==> config.mk <==
export PLATFORM = sky130hd
export DESIGN_NAME = cdb_arbiter
export DESIGN_NICKNAME = d
export VERILOG_FILES = /design/src/rtl/cdb_arbiter_pkg.sv /design/src/rtl/cdb_slot_picker.sv /design/src/rtl/cdb_arbiter.sv
export SDC_FILE = /design/constraint.sdc
export NUM_CORES = 1
export LEC_CHECK = 0
export BUFFER_PORTS_ARGS = -buffer_cell sky130_fd_sc_hd__buf_4
export CAP_MARGIN = 25
export CORE_ASPECT_RATIO = 0.8
export CORE_MARGIN = 3
export CORE_UTILIZATION = 45
export CTS_CLUSTER_SIZE = 12
export DETAILED_ROUTE_END_ITERATION = 12
export PLACE_DENSITY = 0.66
export SLEW_MARGIN = 0
export SYNTH_ARGS = -nofsm -noshare
export SYNTH_HDL_FRONTEND = slang
export SYNTH_SLANG_ARGS = --single-unit
==> constraint.sdc <==
create_clock -name clock -period 10.2 [get_ports clock]
set_input_delay 1.02 -clock clock [delete_from_list [all_inputs] [get_ports clock]]
set_output_delay 1.02 -clock clock [all_outputs]
set_load 0.02 [all_outputs]
==> src/rtl/cdb_arbiter_pkg.sv <==
// Shared types and constants for the common-data-bus arbiter and its slot picker.
package cdb_arbiter_pkg;

  localparam int CDB_COUNT   = 2;
  localparam int CDB_REQ_MAX = 2;

  typedef logic [1:0] cdb_req_t;

  // A request of 3 slots is treated as the maximum the bus pair can supply.
  function automatic cdb_req_t cdb_clamp(input cdb_req_t r);
    return (r > cdb_req_t'(CDB_REQ_MAX)) ? cdb_req_t'(CDB_REQ_MAX) : r;
  endfunction

endpackage

==> src/rtl/cdb_slot_picker.sv <==
// Combinational slot allocator: walks requesters from start_i, handing out up to free_i slots
// and reporting which requester took the first and second slot of this pass.
module cdb_slot_picker
  import cdb_arbiter_pkg::*;
#(
  parameter int REQUESTERS = 5,
  localparam int IDX_W     = $clog2(REQUESTERS)
) (
  input  cdb_req_t [REQUESTERS-1:0] req_i,
  input  logic [IDX_W-1:0]          start_i,
  input  logic [1:0]                free_i,
  output cdb_req_t [REQUESTERS-1:0] slots_o,
  output logic [1:0]                used_o,
  output logic [IDX_W-1:0]          own0_o,
  output logic [IDX_W-1:0]          own1_o,
  output logic [IDX_W-1:0]          last_o,
  output logic                      last_partial_o,
  output logic                      any_o
);

  localparam logic [IDX_W:0] REQ_N = (IDX_W+1)'(REQUESTERS);

  logic [IDX_W:0]   pos;
  logic [IDX_W-1:0] idx;
  cdb_req_t         want;
  cdb_req_t         take;
  logic [1:0]       free;

  always_comb begin
    slots_o        = '0;
    used_o         = '0;
    own0_o         = '0;
    own1_o         = '0;
    last_o         = '0;
    last_partial_o = 1'b0;
    any_o          = 1'b0;
    free           = free_i;
    pos            = '0;
    idx            = '0;
    want           = '0;
    take           = '0;
    for (int k = 0; k < REQUESTERS; k++) begin
      pos = {1'b0, start_i} + (IDX_W+1)'(k);
      if (pos >= REQ_N) pos = pos - REQ_N;
      idx  = pos[IDX_W-1:0];
      want = cdb_clamp(req_i[idx]);
      take = (want < free) ? want : free;
      if (take != '0) begin
        slots_o[idx] = take;
        // Slots are numbered in allocation order; a double grant fills both at once.
        if (used_o == 2'd0) begin
          own0_o = idx;
          if (take == 2'd2) own1_o = idx;
        end else begin
          own1_o = idx;
        end
        last_o         = idx;
        last_partial_o = (take < want);
        any_o          = 1'b1;
        used_o         = used_o + take;
        free           = free - take;
      end
    end
  end

endmodule

==> src/rtl/cdb_arbiter.sv <==
// Rotating-priority arbiter granting up to two CDB slots per cycle; grants are combinational.
// Optional starvation promotion is built when CDB_ARB_AGE_EN is defined.
module cdb_arbiter
  import cdb_arbiter_pkg::*;
#(
  parameter int REQUESTERS = 5,
  parameter int BUSES      = 2,
  parameter int AGE_LIMIT  = 7,
  localparam int IDX_W     = $clog2(REQUESTERS)
) (
  input  logic                       clock,
  input  logic                       reset,
  input  logic                       flush,
  input  logic [REQUESTERS-1:0][1:0] req_cnt,
  output logic [REQUESTERS-1:0]      gnt_bus0,
  output logic [REQUESTERS-1:0]      gnt_bus1,
  output logic [BUSES-1:0]           bus_valid,
  output logic [IDX_W-1:0]           rr_ptr
);

  logic [IDX_W-1:0]          rr_ptr_q, rr_ptr_d;
  cdb_req_t [REQUESTERS-1:0] norm_req, norm_slots, aged_slots;
  logic [1:0]                norm_free, norm_used, aged_used, total_used;
  logic [IDX_W-1:0]          norm_own0, norm_own1, norm_last;
  logic [IDX_W-1:0]          aged_own0, aged_own1;
  logic [IDX_W-1:0]          own0, own1;
  logic                      norm_partial, norm_any;

`ifdef CDB_ARB_AGE_EN
  localparam int AGE_W = $clog2(AGE_LIMIT + 1);

  logic [REQUESTERS-1:0][AGE_W-1:0] age_q, age_d;
  cdb_req_t [REQUESTERS-1:0]        aged_req;
  logic [IDX_W-1:0]                 aged_unused_last;
  logic                             aged_unused_partial, aged_unused_any;

  always_comb begin
    aged_req = '0;
    norm_req = '0;
    for (int i = 0; i < REQUESTERS; i++) begin
      if (age_q[i] == AGE_W'(AGE_LIMIT)) aged_req[i] = req_cnt[i];
      // Anyone served by the aged pass is skipped by the normal scan.
      if (aged_slots[i] == '0) norm_req[i] = req_cnt[i];
    end
  end

  cdb_slot_picker #(.REQUESTERS(REQUESTERS)) u_aged_pick (
    .req_i          (aged_req),
    .start_i        ('0),
    .free_i         (2'(CDB_COUNT)),
    .slots_o        (aged_slots),
    .used_o         (aged_used),
    .own0_o         (aged_own0),
    .own1_o         (aged_own1),
    .last_o         (aged_unused_last),
    .last_partial_o (aged_unused_partial),
    .any_o          (aged_unused_any)
  );

  assign norm_free = 2'(CDB_COUNT) - aged_used;

  always_comb begin
    age_d = age_q;
    for (int i = 0; i < REQUESTERS; i++) begin
      if (!flush && (aged_slots[i] != '0 || norm_slots[i] != '0)) begin
        age_d[i] = '0;
      end else if (cdb_clamp(req_cnt[i]) != '0 && age_q[i] != AGE_W'(AGE_LIMIT)) begin
        age_d[i] = age_q[i] + 1'b1;
      end
    end
  end

  always_ff @(posedge clock or negedge reset) begin
    if (!reset) age_q <= '0;
    else        age_q <= age_d;
  end
`else
  logic unused_age_cfg;

  assign unused_age_cfg = (AGE_LIMIT != 0);
  assign aged_slots     = '0;
  assign aged_used      = '0;
  assign aged_own0      = '0;
  assign aged_own1      = '0;
  assign norm_req       = req_cnt;
  assign norm_free      = 2'(CDB_COUNT);
`endif

  cdb_slot_picker #(.REQUESTERS(REQUESTERS)) u_norm_pick (
    .req_i          (norm_req),
    .start_i        (rr_ptr_q),
    .free_i         (norm_free),
    .slots_o        (norm_slots),
    .used_o         (norm_used),
    .own0_o         (norm_own0),
    .own1_o         (norm_own1),
    .last_o         (norm_last),
    .last_partial_o (norm_partial),
    .any_o          (norm_any)
  );

  // Aged slots precede normal-scan slots when mapping onto CDB0 then CDB1.
  always_comb begin
    total_used = aged_used + norm_used;
    own0       = (aged_used != 2'd0) ? aged_own0 : norm_own0;
    case (aged_used)
      2'd2:    own1 = aged_own1;
      2'd1:    own1 = norm_own0;
      default: own1 = norm_own1;
    endcase
    gnt_bus0  = '0;
    gnt_bus1  = '0;
    bus_valid = '0;
    if (!flush && total_used != 2'd0) begin
      gnt_bus0[own0] = 1'b1;
      bus_valid[0]   = 1'b1;
    end
    if (!flush && total_used == 2'd2) begin
      gnt_bus1[own1] = 1'b1;
      bus_valid[1]   = 1'b1;
    end
  end

  always_comb begin
    rr_ptr_d = rr_ptr_q;
    if (!flush && norm_any) begin
      if (norm_partial)                                rr_ptr_d = norm_last;
      else if (norm_last == IDX_W'(REQUESTERS - 1))    rr_ptr_d = '0;
      else                                             rr_ptr_d = norm_last + 1'b1;
    end
  end

  always_ff @(posedge clock or negedge reset) begin
    if (!reset) rr_ptr_q <= '0;
    else        rr_ptr_q <= rr_ptr_d;
  end

  assign rr_ptr = rr_ptr_q;

endmodule

# Yosys cells after proc, flatten, opt, wreduce, memory -nomap -nowiden

Index checks and enable logic that the tools add are counted.

Register bits: 3
Bits of input ports: 13
Output and inout bits: 15

$add $sub $neg: 18
Magnitude comparators: 29
Equal/unequal tests: 7
Multiplexer cells: 81
Reduce and logical (&&, ||, !) cells: 16

Operators with widths:

| cell                                                               | count |
|---|---|
| 2-to-1 mux 3 bit                                                   | 34 |
| 2-to-1 mux 2 bit                                                   | 24 |
| binary-select mux 2 bit (select 3 bit)                             | 5 |
| less-than comparator 3 x 4 -> 1 bit (second input constant)        | 7 |
| less-than comparator 2 bit                                         | 9 |
| greater-or-equal comparator 4 x 3 -> 1 bit (second input constant) | 4 |
| subtractor 3 bit (second input constant)                           | 5 |
| 2-to-1 mux 1 bit                                                   | 14 |
| == test 2 bit (second input constant)                              | 6 |
| nonzero test 2 bit                                                 | 6 |
| > comparator 2 bit (second input constant)                         | 5 |
| 2-to-1 mux 5 bit                                                   | 2 |
| adder 2 bit                                                        | 4 |
| adder 3 x 2 -> 4 bit (second input constant)                       | 2 |
| zero test 2 bit                                                    | 4 |
| demux 1 bit (select 3 bit)                                         | 2 |
| greater-or-equal comparator 3 x 1 -> 1 bit (second input constant) | 2 |
| subtractor 2 bit                                                   | 3 |
| logical AND 1 bit                                                  | 5 |
| adder 3 x 1 -> 4 bit (second input constant)                       | 1 |
| adder 3 x 3 -> 4 bit (second input constant)                       | 1 |
| adder 3 x 1 -> 3 bit (second input constant)                       | 1 |
| == test 3 bit (second input constant)                              | 1 |
| greater-or-equal comparator 3 bit (second input constant)          | 1 |
| other kinds (3)                                                    | 3 |

# Logic depth before layout (Yosys ltp)

Depth in word-level cells: 33
Depth in mapped cells: 50

# Hierarchy

From an unflattened synthesis, not the netlist that was laid out.

Cells, all modules: 520
Area total of the unflattened synthesis: 3,684.8 um2

By module, submodules not included:

| module          | instances | cells each | area each (um2) | seq. area each (um2) |
|---|---|---|---|---|
| cdb_slot_picker | 1         | 480        | 3,353.2         | 0.0 |
| cdb_arbiter     | 1         | 40         | 331.6           | 75.1 |

# Least setup slack after synthesis

Ideal clock, no wire load.

Path kind: register -> output
Start point: reg rr_ptr_q[1] (netlist: rr_ptr[1])
End point: out gnt_bus0[2]
Arrival: 9,428 ps
Slack: -248 ps
Stages on the path, launching flop included: 47
Buffers on the path: 3
Cells stage by stage: dfrtp_1 buf_1 inv_1 ha_1 clkbuf_1 buf_2 a21o_1 or3_1 o211a_2 nor3_4 inv_1 ha_1 or2_2 nor2b_1 a2bb2oi_2 nor2_1 a21o_1 ha_1 [11 not listed] nor2_1 nor2_1 o21ai_0 ha_1 inv_1 o21ai_0 o2111ai_1 o32a_1 inv_1 ha_1 nand2b_1 o21ai_0 xor2_1 xnor2_1 a21oi_1 a21boi_1 nand2_1 nor2_1

Cells in the longest elaborated chain, start to end: 31

Ends and longest elaborated chain:

| element                                                                                                                 | line                  | source |
|---|---|---|
| start, declared                                                                                                         | cdb_arbiter.sv:21     | `logic [IDX_W-1:0] rr_ptr_q, rr_ptr_d;` |
| start signal, assigned                                                                                                  | cdb_arbiter.sv:135    | `else rr_ptr_q <= rr_ptr_d;` |
| subtractor 3 bit or greater-or-equal comparator 3 bit (tied branches)                                                   | cdb_slot_picker.sv:44 | `if (pos >= REQ_N) pos = pos - REQ_N;` |
| 2-to-1 mux 3 bit                                                                                                        | cdb_slot_picker.sv:44 |  |
| binary-select mux 2 bit (select 3 bit)                                                                                  | cdb_slot_picker.sv:46 | `want = cdb_clamp(req_i[idx]);` |
| 2-to-1 mux 2 bit (not written as such)                                                                                  | cdb_slot_picker.sv:46 |  |
| > comparator 2 bit                                                                                                      | cdb_arbiter_pkg.sv:11 | `return (r > cdb_req_t'(CDB_REQ_MAX)) ? cdb_req_t'(CDB_REQ_MAX) : r;` |
| 2-to-1 mux 2 bit                                                                                                        | cdb_arbiter_pkg.sv:11 |  |
| less-than comparator 2 bit                                                                                              | cdb_slot_picker.sv:47 | `take = (want < free) ? want : free;` |
| 2-to-1 mux 2 bit                                                                                                        | cdb_slot_picker.sv:47 |  |
| [15 not listed]                                                                                                         | --                    |  |
| 2-to-1 mux 2 bit                                                                                                        | cdb_slot_picker.sv:47 |  |
| nonzero test 2 bit                                                                                                      | cdb_slot_picker.sv:48 | `if (take != '0) begin` |
| 2-to-1 mux 3 bit                                                                                                        | cdb_slot_picker.sv:48 |  |
| less-than comparator 3 x 4 -> 1 bit (not written as such) or greater-or-equal comparator 3 x 1 -> 1 bit (tied branches) | cdb_arbiter.sv:115    | `gnt_bus0[own0] = 1'b1;` |
| logical AND 1 bit (not written as such)                                                                                 | cdb_arbiter.sv:115    |  |
| 2-to-1 mux 1 bit (not written as such)                                                                                  | cdb_arbiter.sv:115    |  |
| demux 1 bit (select 3 bit)                                                                                              | cdb_arbiter.sv:115    |  |
| 2-to-1 mux 5 bit (*)                                                                                                    | cdb_arbiter.sv:114    | `if (!flush && total_used != 2'd0) begin` |
| end, declared                                                                                                           | cdb_arbiter.sv:15     | `output logic [REQUESTERS-1:0] gnt_bus0,` |

Mark *: on every way between the ends. The rest lies on a longest branch, timed or not. The select of a mux whose other input is x is not followed.

# Worst setup path after layout

Start point: reg rr_ptr_q[2] (netlist: rr_ptr[2])
End point: out gnt_bus1[2]

Cells in the longest elaborated chain, start to end: 33

Ends and longest elaborated chain:

| element                                                                                                                 | line                  | source |
|---|---|---|
| subtractor 3 bit or greater-or-equal comparator 3 bit (tied branches)                                                   | cdb_slot_picker.sv:44 |  |
| 2-to-1 mux 3 bit                                                                                                        | cdb_slot_picker.sv:44 |  |
| binary-select mux 2 bit (select 3 bit)                                                                                  | cdb_slot_picker.sv:46 |  |
| 2-to-1 mux 2 bit (not written as such)                                                                                  | cdb_slot_picker.sv:46 |  |
| > comparator 2 bit                                                                                                      | cdb_arbiter_pkg.sv:11 |  |
| 2-to-1 mux 2 bit                                                                                                        | cdb_arbiter_pkg.sv:11 |  |
| less-than comparator 2 bit                                                                                              | cdb_slot_picker.sv:47 |  |
| 2-to-1 mux 2 bit                                                                                                        | cdb_slot_picker.sv:47 |  |
| [17 not listed]                                                                                                         | --                    |  |
| 2-to-1 mux 3 bit                                                                                                        | cdb_slot_picker.sv:53 | `if (take == 2'd2) own1_o = idx;` |
| 2-to-1 mux 3 bit                                                                                                        | cdb_slot_picker.sv:51 | `if (used_o == 2'd0) begin` |
| 2-to-1 mux 3 bit                                                                                                        | cdb_slot_picker.sv:48 |  |
| less-than comparator 3 x 4 -> 1 bit (not written as such) or greater-or-equal comparator 3 x 1 -> 1 bit (tied branches) | cdb_arbiter.sv:119    | `gnt_bus1[own1] = 1'b1;` |
| logical AND 1 bit (not written as such)                                                                                 | cdb_arbiter.sv:119    |  |
| 2-to-1 mux 1 bit (not written as such)                                                                                  | cdb_arbiter.sv:119    |  |
| demux 1 bit (select 3 bit)                                                                                              | cdb_arbiter.sv:119    |  |
| 2-to-1 mux 5 bit (*)                                                                                                    | cdb_arbiter.sv:118    | `if (!flush && total_used == 2'd2) begin` |
| end, declared                                                                                                           | cdb_arbiter.sv:16     | `output logic [REQUESTERS-1:0] gnt_bus1,` |

Marked as above.

==> flow_summary.yaml <==
drt:
  drt_drc_violations_left: 0
  drt_iter0_markers: 281
  antenna_left: 0
  vias: 3367
  post_drt_wl_per_cell_um: 18.1
  dr.pass1.iters: 5
  drt-vias-per-instance: 6.25
  wirelength_mm: 9.77
floorplan:
  initial_core_util_pct: 48.6
  io_pins: 28
  die-area_um2: 7680
  fp.dieW_um: 97.2
  rows: 25
  fp.coreArea_um2: 6160
  die_y_um: 79.0
yosys:
  synth-async-reset-ratio_pct: 100
  synth_top_cell_by_area: "ha_1"
  synth_edf_count: 0
  synth_fp_nets: 457
  netlist_area_um2: 3000
  ys_seq_elements: 3
  synthDistinctLibCells: 79
  ys.flop_type: "dfrtp_1"
  syn_inst: 417
  ys_seq_area_share_pct: 2.51
  ys_warn_count: 0
  synth_area_leaders: "ha_1 11%, mux2i_1 6.3%, a21oi_1 5.8%, mux2_2 5.3%, nor2_1 4.3%"
  yosys.area.top_type_share_pct: 10.9
  syn_avg_cell_area_um2: 7.18
timing:
  fin_worst_skew_ns: 0.00168
  fin_crit_sh_pct: 94.2
  setup_viol: 0
  slew_headroom_pct: 44.2
  tightest_slew_ns: 0.826
  period_minus_slack_ns: 9.61
  finalHoldViolations: 0
  slew_violations: 0
  clock.fmax_mhz: 104
status:
  outcome: "finished, final reports clean"
flow_run:
  maxCapViolCount: 0
setup_path:
  worstSetupEndpointType: "output pin"
  path_class: "reg2out"
  critical_path.max_fanout: 18
  worstSetupStartpointType: "flop"
  cpMaxStageDelayCell: "dfrtp_1"
  critical_path_required_ns: 9.18
  cpPeakStageDelay_ns: 0.46
  crit_arrival_ns: 8.59
clocking:
  cts_sinks: 3
  cts_buffers: 3
  path_clk_slew_ns: 0.03
  hold_buffers: 0
  cts_root_buffer: "clkbuf_8"
  insertion_delay_ns: 0.21
  cts_tree: "done"
  h-tree-depth: 1
  clockBufferDepth: 2
grt:
  grt_pass1_wl_mm: 15.7
  grt_pass1_vias: 3122
  grt_antenna_before_repair: 0
  gr-usage-all-layers_pct: 24.5
  grt_overflow: 0
  grt_max_degree: 41
place:
  dpl_cell_area_um2: 3350
  io_buffers: 27
  place.detailed.hpwl_mm: 7.66
  gp_congestion: 0.931
  dp_cells: 524
finish:
  drive_above_1_share_pct: 28.2
  largest_reg_flops: 3
  layout.cells.non_filler: 539
  antenna_cells: 0
  finalInstanceArea_um2: 3620
  area_growth_pct: 21.0
  nNetsFinal: 499
hold_path:
  hold_class: "in2async"
-- path summary, 6_finish.rpt --
kind / slack, ns / cells past startpoint / endpoint / startpoint
worst max-delay path: 0.59 / 47 / gnt_bus1[2] / rr_ptr[2]
worst min-delay path: 0.59 / 1 / rr_ptr[1] / reset
worst max register to register: 1.76 / 43 / rr_ptr[0] / rr_ptr[2]
worst min register to register: 0.65 / 2 / rr_ptr[0] / rr_ptr[0]
max in group asynchronous: 9.51 / 1 / rr_ptr[0] / reset
min in group clock: 0.65 / 2 / rr_ptr[0] / rr_ptr[0]
-- synthesized netlist by cell type, types with 3 or more instances --
| library cell | n |
|---|---|
| a21oi_1 | 35 |
| nor2_1 | 34 |
| nand2_1 | 31 |
| ha_1 | 26 |
| inv_1 | 26 |
| mux2i_1 | 19 |
| nand2b_1 | 19 |
| o21ai_0 | 15 |
| mux2_2 | 14 |
| nand3_1 | 11 |
| nor2b_1 | 10 |
| nor3_1 | 9 |
| and3_1 | 8 |
| o211ai_1 | 8 |
| xnor2_1 | 8 |
| a21o_1 | 7 |
| a31oi_1 | 7 |
| and2_1 | 7 |
| clkbuf_1 | 7 |
| buf_2 | 6 |
| or3_1 | 5 |
| mux4_2 | 4 |
| nand3b_1 | 4 |
| o31ai_1 | 4 |
| o32ai_1 | 4 |
| or2_2 | 4 |
| xor2_1 | 4 |
| a211o_1 | 3 |
| a211oi_1 | 3 |
| a221o_1 | 3 |
| a31o_2 | 3 |
| dfrtp_1 | 3 |
| nand4_1 | 3 |
| o21a_1 | 3 |
| o21bai_1 | 3 |
| o2bb2ai_1 | 3 |
-- logic make-up (layout without fill, tap and decap cells) --
| kind of cell | Yosys count | count (layout) | synth area share [%] |
|---|---|---|---|
| simple gates | 159 | 159 | 28.7 |
| fa+ha+maj | 27 | 27 | 11.5 |
| xor+xnor | 12 | 12 | 3.51 |
| buf+inv | 43 | 84 | 5.89 |
| compound gates | 135 | 135 | 32.7 |
| mux | 38 | 38 | 15.1 |
| flops | 3 | 3 | 2.51 |
-- placed cells by master, fill, tap and decap left out, types with 3 or more instances in the layout --
master,n
a221o_1,3
mux2_2,14
o21a_1,3
clkbuf_8,3
ha_1,18
nand2b_1,19
nor2_1,31
nand4_1,3
nand3b_1,4
inv_1,24
a211oi_1,3
o31ai_1,4
o2bb2ai_1,3
a21oi_1,30
mux2i_1,19
xnor2_1,6
or2_2,3
xor2_1,4
a21o_1,6
buf_4,53
and3_1,8
and2_1,7
o21ai_0,12
nor2_2,3
a21oi_2,6
o211ai_1,8
nand3_1,11
mux4_2,4
nor2b_1,8
a31o_2,3
nor3_1,9
or3_1,5
ha_2,6
nand2_1,30
o21ai_1,4
a31oi_1,6
a211o_1,3
-- routing by layer --
layer  up-vias  GRT usage [%]  share of wire (%)
met5         -              0                  0
met4         0           4.98                1.3
met3        12           2.72                5.2
met2       116           40.2                 45
met1      1591           35.0                 48
li1       1648              -                  -
-- critical path, delay by kind of cell, from the launching register on --
kind / cells / cell delay, ns
AOI/OAI and AO/OA: 14 / 2.91
and+or+nand+nor: 11 / 1.36
DFF: 1 / 0.46
buffers and inverters: 8 / 1.00
xor gates and xnor gates: 5 / 0.79
adders and majority gates: 9 / 1.84
-- area by class of cell --
class                   instances  area, um2
clock buffers                   4       45.0
fillers                       594       2540
inverters                      27        104
multi-input cells             371       2900
flip-flops and latches          3       77.6
well taps                      81        101
repair buffers                 53        398
-- per-stage QoR --
stage          hold WS, ns  setup WS, ns  util [%]  TNS [ns]
6_report             0.587         0.592      58.8         0
5_1_grt              0.580       -0.0960      58.8    -0.293
4_1_cts              0.582        0.0454      55.9         0
3_5_place_dp         0.620        -0.134      54.4    -0.401
3_3_place_gp         0.607        0.0933      54.4         0
2_1_floorplan        0.724       0.00699         -         0
-- repair_timing --
item,CTS,global route
gates resized for setup,8,29
buffers inserted,3,8
pin swaps,2,15
endpoints found under the setup margin,10,12
Power is not shown: default switching activity piles up to over one toggle a cycle in this logic, so the estimate is an artifact.
